## config.mk

```make
export PLATFORM = sky130hd
export DESIGN_NAME = pipe_hazard_ctrl
export DESIGN_NICKNAME = d
export VERILOG_FILES = /design/src/rtl/pipe_hazard_ctrl_pkg.sv /design/src/rtl/pipe_hazard_ctrl_hazard_detect.sv /design/src/rtl/pipe_hazard_ctrl.sv
export SDC_FILE = /design/constraint.sdc
export NUM_CORES = 1
export LEC_CHECK = 0
export BUFFER_PORTS_ARGS = -buffer_cell sky130_fd_sc_hd__buf_2
export CORE_UTILIZATION = 44
export DETAILED_ROUTE_END_ITERATION = 8
export PLACE_DENSITY = 0.74
export SETUP_SLACK_MARGIN = 0.15
export SYNTH_ARGS = -nofsm -noshare
export SYNTH_HDL_FRONTEND = slang
export SYNTH_SLANG_ARGS = --single-unit
```

## constraint.sdc

```tcl
create_clock -name clk -period 2.1 [get_ports clk]
set_clock_uncertainty 0.2 [all_clocks]
set_input_delay 0.105 -clock clk [delete_from_list [all_inputs] [get_ports clk]]
set_output_delay 0.105 -clock clk [all_outputs]
set_load 0.03 [all_outputs]
```

## src/rtl/pipe_hazard_ctrl_pkg.sv

```systemverilog
// -----------------------------------------------------------------------------
// pipe_hazard_ctrl_pkg
//   Shared definitions for the pipeline sequencing controller:
//   - 2-bit controller state encodings
//   - packed bundle of per-stage enables/flushes and its canonical values
// -----------------------------------------------------------------------------
package pipe_hazard_ctrl_pkg;

    localparam logic [1:0] ST_RUN      = 2'd0;
    localparam logic [1:0] ST_FLUSH    = 2'd1;
    localparam logic [1:0] ST_MEM_WAIT = 2'd2;
    localparam logic [1:0] ST_ERROR    = 2'd3;

    typedef struct packed {
        logic pc_en;
        logic if_id_en;
        logic id_ex_en;
        logic ex_mem_en;
        logic mem_wb_en;
        logic if_id_flush;
        logic id_ex_flush;
    } pipe_ctrl_t;

    // Everything frozen: memory stall, watchdog error, reset.
    localparam pipe_ctrl_t CTRL_HOLD   = 7'b00000_00;
    // Normal flow.
    localparam pipe_ctrl_t CTRL_RUN    = 7'b11111_00;
    // Taken branch: PC redirects, the two younger stages are squashed.
    localparam pipe_ctrl_t CTRL_FLUSH  = 7'b11111_11;
    // Load-use: PC and IF/ID hold, a bubble enters ID/EX, older stages drain.
    localparam pipe_ctrl_t CTRL_BUBBLE = 7'b00111_01;

endpackage

```

## src/rtl/pipe_hazard_ctrl_hazard_detect.sv

```systemverilog
// -----------------------------------------------------------------------------
// hazard_detect
//   Combinational load-use compare between the instruction in ID and a load
//   in EX. Register r0 is hard-wired to zero and never creates a hazard.
// Ports
//   id_rs1_addr/id_rs2_addr  source registers of the ID instruction
//   id_rs1_used/id_rs2_used  ID instruction actually reads that source
//   ex_mem_rd_en             EX instruction is a load
//   ex_reg_wr_en             EX instruction writes a register
//   ex_reg_wr_addr           destination register of the EX instruction
//   load_use                 ID must wait one cycle for the load result
// -----------------------------------------------------------------------------
module hazard_detect #(
    parameter int REG_ADDR_WIDTH = 5
) (
    input  logic [REG_ADDR_WIDTH-1:0] id_rs1_addr,
    input  logic [REG_ADDR_WIDTH-1:0] id_rs2_addr,
    input  logic                      id_rs1_used,
    input  logic                      id_rs2_used,
    input  logic                      ex_mem_rd_en,
    input  logic                      ex_reg_wr_en,
    input  logic [REG_ADDR_WIDTH-1:0] ex_reg_wr_addr,
    output logic                      load_use
);

    logic rs1_hit;
    logic rs2_hit;

    assign rs1_hit  = id_rs1_used && (id_rs1_addr == ex_reg_wr_addr);
    assign rs2_hit  = id_rs2_used && (id_rs2_addr == ex_reg_wr_addr);
    assign load_use = ex_mem_rd_en && ex_reg_wr_en && (ex_reg_wr_addr != '0)
                      && (rs1_hit || rs2_hit);

endmodule

```

## src/rtl/pipe_hazard_ctrl.sv

```systemverilog
// -----------------------------------------------------------------------------
// pipe_hazard_ctrl
//   Sequencing controller for the PC and the IF/ID, ID/EX, EX/MEM, MEM/WB
//   pipeline registers. Produces per-stage load enables and bubble flushes for
//   load-use hazards, taken branches and data-memory wait states, with a
//   watchdog that parks the pipe in ERROR if memory never answers.
// Ports
//   clk, rst_n          clock, asynchronous active-low reset
//   id_*                source operands of the instruction in ID
//   ex_*                load/write-back info of the instruction in EX
//   select_new_pc       taken branch/jump resolved
//   dmem_req, dmem_ack  MEM stage access active / completes this cycle
//   pc_en, *_en         PC and pipe register load enables
//   if_id_flush,
//   id_ex_flush         load an all-zero-control bubble into the register
//   mem_timeout         sticky watchdog error (cleared only by reset)
//   stall_cycles        saturating count of cycles with pc_en low
// -----------------------------------------------------------------------------
module pipe_hazard_ctrl
    import pipe_hazard_ctrl_pkg::*;
#(
    parameter int REG_ADDR_WIDTH = 5,
    parameter int FLUSH_CYCLES   = 1,
    parameter int MEM_TIMEOUT    = 64,
    parameter int CNT_WIDTH      = 16
) (
    input  logic                      clk,
    input  logic                      rst_n,
    input  logic [REG_ADDR_WIDTH-1:0] id_rs1_addr,
    input  logic [REG_ADDR_WIDTH-1:0] id_rs2_addr,
    input  logic                      id_rs1_used,
    input  logic                      id_rs2_used,
    input  logic                      ex_mem_rd_en,
    input  logic                      ex_reg_wr_en,
    input  logic [REG_ADDR_WIDTH-1:0] ex_reg_wr_addr,
    input  logic                      select_new_pc,
    input  logic                      dmem_req,
    input  logic                      dmem_ack,
    output logic                      pc_en,
    output logic                      if_id_en,
    output logic                      id_ex_en,
    output logic                      ex_mem_en,
    output logic                      mem_wb_en,
    output logic                      if_id_flush,
    output logic                      id_ex_flush,
    output logic                      mem_timeout,
    output logic [CNT_WIDTH-1:0]      stall_cycles
);

    // Timer only needs to reach MEM_TIMEOUT-1; flush counter FLUSH_CYCLES-1.
    localparam int TMR_W  = (MEM_TIMEOUT  > 1) ? $clog2(MEM_TIMEOUT)  : 1;
    localparam int FCNT_W = (FLUSH_CYCLES > 1) ? $clog2(FLUSH_CYCLES) : 1;

    logic [1:0]        state;
    logic [1:0]        state_nxt;
    logic [TMR_W-1:0]  tmr;
    logic [TMR_W-1:0]  tmr_nxt;
    logic [FCNT_W-1:0] fcnt;
    logic [FCNT_W-1:0] fcnt_nxt;
    logic              load_use;
    logic              mem_stall;
    pipe_ctrl_t        ctrl;

    hazard_detect #(
        .REG_ADDR_WIDTH (REG_ADDR_WIDTH)
    ) u_hazard_detect (
        .id_rs1_addr    (id_rs1_addr),
        .id_rs2_addr    (id_rs2_addr),
        .id_rs1_used    (id_rs1_used),
        .id_rs2_used    (id_rs2_used),
        .ex_mem_rd_en   (ex_mem_rd_en),
        .ex_reg_wr_en   (ex_reg_wr_en),
        .ex_reg_wr_addr (ex_reg_wr_addr),
        .load_use       (load_use)
    );

    // The remaining flush count lives in fcnt rather than in the state alone,
    // so a memory stall that lands in the middle of a multi-cycle flush freezes
    // it and the flush resumes on the ack cycle.
    always_comb begin
        ctrl      = CTRL_HOLD;
        state_nxt = state;
        tmr_nxt   = tmr;
        fcnt_nxt  = fcnt;

        if (state == ST_MEM_WAIT) begin
            mem_stall = !dmem_ack;
        end else begin
            mem_stall = dmem_req && !dmem_ack;
        end

        if (state == ST_ERROR) begin
            ctrl = CTRL_HOLD;
        end else if (mem_stall) begin
            ctrl = CTRL_HOLD;
            if (state == ST_MEM_WAIT) begin
                if ((MEM_TIMEOUT != 0) && (tmr == TMR_W'(MEM_TIMEOUT - 1))) begin
                    state_nxt = ST_ERROR;
                end else begin
                    tmr_nxt = tmr + TMR_W'(1);
                end
            end else begin
                state_nxt = ST_MEM_WAIT;
                tmr_nxt   = '0;
            end
        end else begin
            tmr_nxt = '0;
            ctrl    = CTRL_RUN;
            if (select_new_pc) begin
                ctrl     = CTRL_FLUSH;
                fcnt_nxt = FCNT_W'(FLUSH_CYCLES - 1);
            end else if (fcnt != '0) begin
                ctrl     = CTRL_FLUSH;
                fcnt_nxt = fcnt - FCNT_W'(1);
            end else if (load_use) begin
                ctrl = CTRL_BUBBLE;
            end
            state_nxt = (fcnt_nxt != '0) ? ST_FLUSH : ST_RUN;
        end
    end

    always_ff @(posedge clk or negedge rst_n) begin
        if (!rst_n) begin
            state <= ST_RUN;
            tmr   <= '0;
            fcnt  <= '0;
        end else begin
            state <= state_nxt;
            tmr   <= tmr_nxt;
            fcnt  <= fcnt_nxt;
        end
    end

    always_ff @(posedge clk or negedge rst_n) begin
        if (!rst_n) begin
            stall_cycles <= '0;
        end else if (!ctrl.pc_en && (stall_cycles != '1)) begin
            stall_cycles <= stall_cycles + CNT_WIDTH'(1);
        end
    end

    // Outputs are forced low while reset is held, independent of the state.
    assign pc_en       = rst_n && ctrl.pc_en;
    assign if_id_en    = rst_n && ctrl.if_id_en;
    assign id_ex_en    = rst_n && ctrl.id_ex_en;
    assign ex_mem_en   = rst_n && ctrl.ex_mem_en;
    assign mem_wb_en   = rst_n && ctrl.mem_wb_en;
    assign if_id_flush = rst_n && ctrl.if_id_flush;
    assign id_ex_flush = rst_n && ctrl.id_ex_flush;
    assign mem_timeout = (state == ST_ERROR);

endmodule

```

==> impl_results.md <==
* Largest net degree at the start of global routing at 25
* Placed wire-length estimate at 2240 µm
* Via density at 5.11
* Overall Global Routing Usage at 0.187
* Final Wtd Congestion at 0.834
* Vias in the first global route at 1187
* WL/cell at 12.0 µm
* Max transition margin at 0.777
* Reg2Reg Launch Point: stall_cycles[1]$_DFFE_PN0P_
* Critical path class: register to register
* FFs w/ async S/R, synth at 1.00
* Sequential share of the synthesized area at 0.435
* Root Driver: clkbuf_4
* Total Wirelength at 2870 µm
* Worst-path clk slew at 0.12 ns
* Max-Cap Viols at 0
* Global-route wire length before repair at 4790 µm
* Filler Cell Count at 228
* Cell variety after synth at 31
* Reg-to-reg slack, setup at -0.03 ns
* DRC viols at 2
* Commonest non-fill, non-tap cells in the layout: 45 x buf_2, 19 x dfrtp_1, 18 x nand2_1
* Post-synth EDFFs at 0
* Hold_ws at -0.00868 ns
* RSZ-0062 raised after global routing: yes
* Share of cells above drive strength 1 at 0.409
* Rows at 19
* Yosys warnings at 0
* Grt ovf at 0
* R2r endpoint: stall_cycles[10]$_DFFE_PN0P_
* Finished Layout Cells at 239
* Final hold vios at 1
* HP Class: input pin to register
* Maximum VDD drop at 0.433 mV
* Die height at 58.0 µm
* Clock net sink count at 24
* Post-Syn Instances at 148
* Area grow syn2layout at 34.0%
* Die Wd at 58.0 µm
* Outcome: complete, but fails checks
* Hold path start: dmem_req
* Data required time of the worst path at 2.11 ns
* Most common cell after layout, fill and taps aside: buf_2
* Lkg Pwr at 0.000933 µW
* NumNets Final at 235
* Tcrit/Tclk final at 1.02
* Failing checks: DRC, hold timing, setup timing
* Net count after synthesis at 174
* Port Buffer Count at 47
* Worst R2R Path Depth at 7
* Antenna-violating nets left at 0
* DR iter-0 viols at 40
* DRT Pass-1 Iters at 6
* Hold Path Sink: state[1]$_DFFE_PN0P_
* Vias after detailed routing at 1221
* CTS tree: built
* Minimum clock period at 2.13 ns
* Syn avg cell area at 9.32 µm²
* Worst EP arrival at 2.14 ns
* Final Max Slew Viols at 0
* Critical path peak fanout at 10
* PwrDens at 703 nW/µm²
* Endpoints failing setup at 12
* Die area at 3360 µm²
* Fmax at 468 MHz
* Antenna violations before repair at 0
* Seq cells post-synth at 24
* Primary FF master, synth: dfrtp_1
* Placed Cells at 228
* Starting density of the core at 0.484
* Inserted Diodes at 0
* Num ports at 48
* Total CTS buffers at 3
* Final worst slack at -0.0346 ns
* CTS H-tree depth at 1
* Clk_lat worst skew at 0.32 ns
* Tightest Pin Transition at 0.331 ns
* Cell Area, Synth at 1380 µm²
* CP Launch Type: register
* Core area at 2850 µm²
* Fin util at 0.648
* Max clock buf depth at 2
* Hold Path Cell Cnt at 3
* Critical path endpoint category: register
[metal layers]
| layer | wire (µm) | GRT usage |
|---|---|---|
| met5 | 0 | 0 |
| met4 | 52 | 0.0816 |
| met3 | 134 | 0.0201 |
| met2 | 1420 | 0.338 |
| met1 | 1270 | 0.223 |
[area by class of cell]
| type | count | area (µm²) | share of cell area |
|---|---|---|---|
| inverters | 7 | 26.3 | 0.0142 |
| well taps | 31 | 38.8 | 0.0210 |
| repair buffers | 62 | 369 | 0.200 |
| flip-flops and latches | 24 | 607 | 0.328 |
| multi-input cells | 111 | 772 | 0.417 |
| clock buffers | 4 | 36.3 | 0.0196 |
[registers in the layout, indices dropped and copies added (netlist names)]
name          flops
tmr               6
state             2
stall_cycles     16
[power by group]
group	switching (µW)	internal, µW
clock	136	106
combinational	285	186
sequential	63.3	524
[metrics by stage]
step                      total power [µW]  setup WS, ns  setup TNS, ns  instance area, µm²
after floorplan                        875        -0.132          -1.32                1400
after global placement                1010        0.0385              0                1690
after detailed placement              1020       -0.0419         -0.222                1690
after CTS                             1300       -0.0457         -0.276                1830
after global routing                  1380        -0.144          -1.83                1850
final                                 1300       -0.0346         -0.213                1850
[synthesized netlist by cell type (all sizes together), types with 3 or more instances]
library cell	n	area [µm²]
and3	3	23.8
buf	5	38.8
dfrtp	24	601
inv	7	26.3
nand2	18	67.6
nand3	8	40.0
nand4	5	31.3
nor2	18	67.6
nor3	8	40.0
o21ai	4	20.0
xnor2	13	114
xor2	15	131
[worst max-delay path: stages, from the launching register on]
cell	delay, ns
dfrtp_2	0.43
ha_4	0.15
nand3_1	0.11
or2_2	0.39
o32ai_4	0.35
buf_6	0.19
nor4_1	0.06
xor2_1	0.14
[timing repair]
action / CTS / global route
cloned: 0 / 0
hold buffers: 2 / 0
pin swaps: 1 / 0
resized for setup: 10 / 7
setup buffers: 5 / 0
endpoints found under the setup margin: 16 / 21
hold endpoints to repair: 26 / 0
[worst max path at each step]
stage                                           start                            to  slack [ns]
final                     stall_cycles[1]$_DFFE_PN0P_  stall_cycles[10]$_DFFE_PN0P_       -0.03
after CTS                 stall_cycles[8]$_DFFE_PN0P_  stall_cycles[13]$_DFFE_PN0P_       -0.05
after global routing      stall_cycles[8]$_DFFE_PN0P_  stall_cycles[10]$_DFFE_PN0P_       -0.14
after detailed placement  stall_cycles[8]$_DFFE_PN0P_  stall_cycles[13]$_DFFE_PN0P_       -0.04
after floorplan           stall_cycles[6]$_DFFE_PN0P_   stall_cycles[3]$_DFFE_PN0P_       -0.13
after global placement    stall_cycles[8]$_DFFE_PN0P_  stall_cycles[13]$_DFFE_PN0P_        0.04
[kinds of logic after synthesis]
group,Yosys count,share of synthesized area
xor gates and xnor gates,28,0.178
buffers and inverters,13,0.0499
muxes,1,0.00816
adders and majority gates,2,0.0181
AOI/OAI and AO/OA,12,0.0698
and+or+nand+nor,68,0.241
DFF,24,0.435
Note: power is estimated with default switching activity, not from simulation.
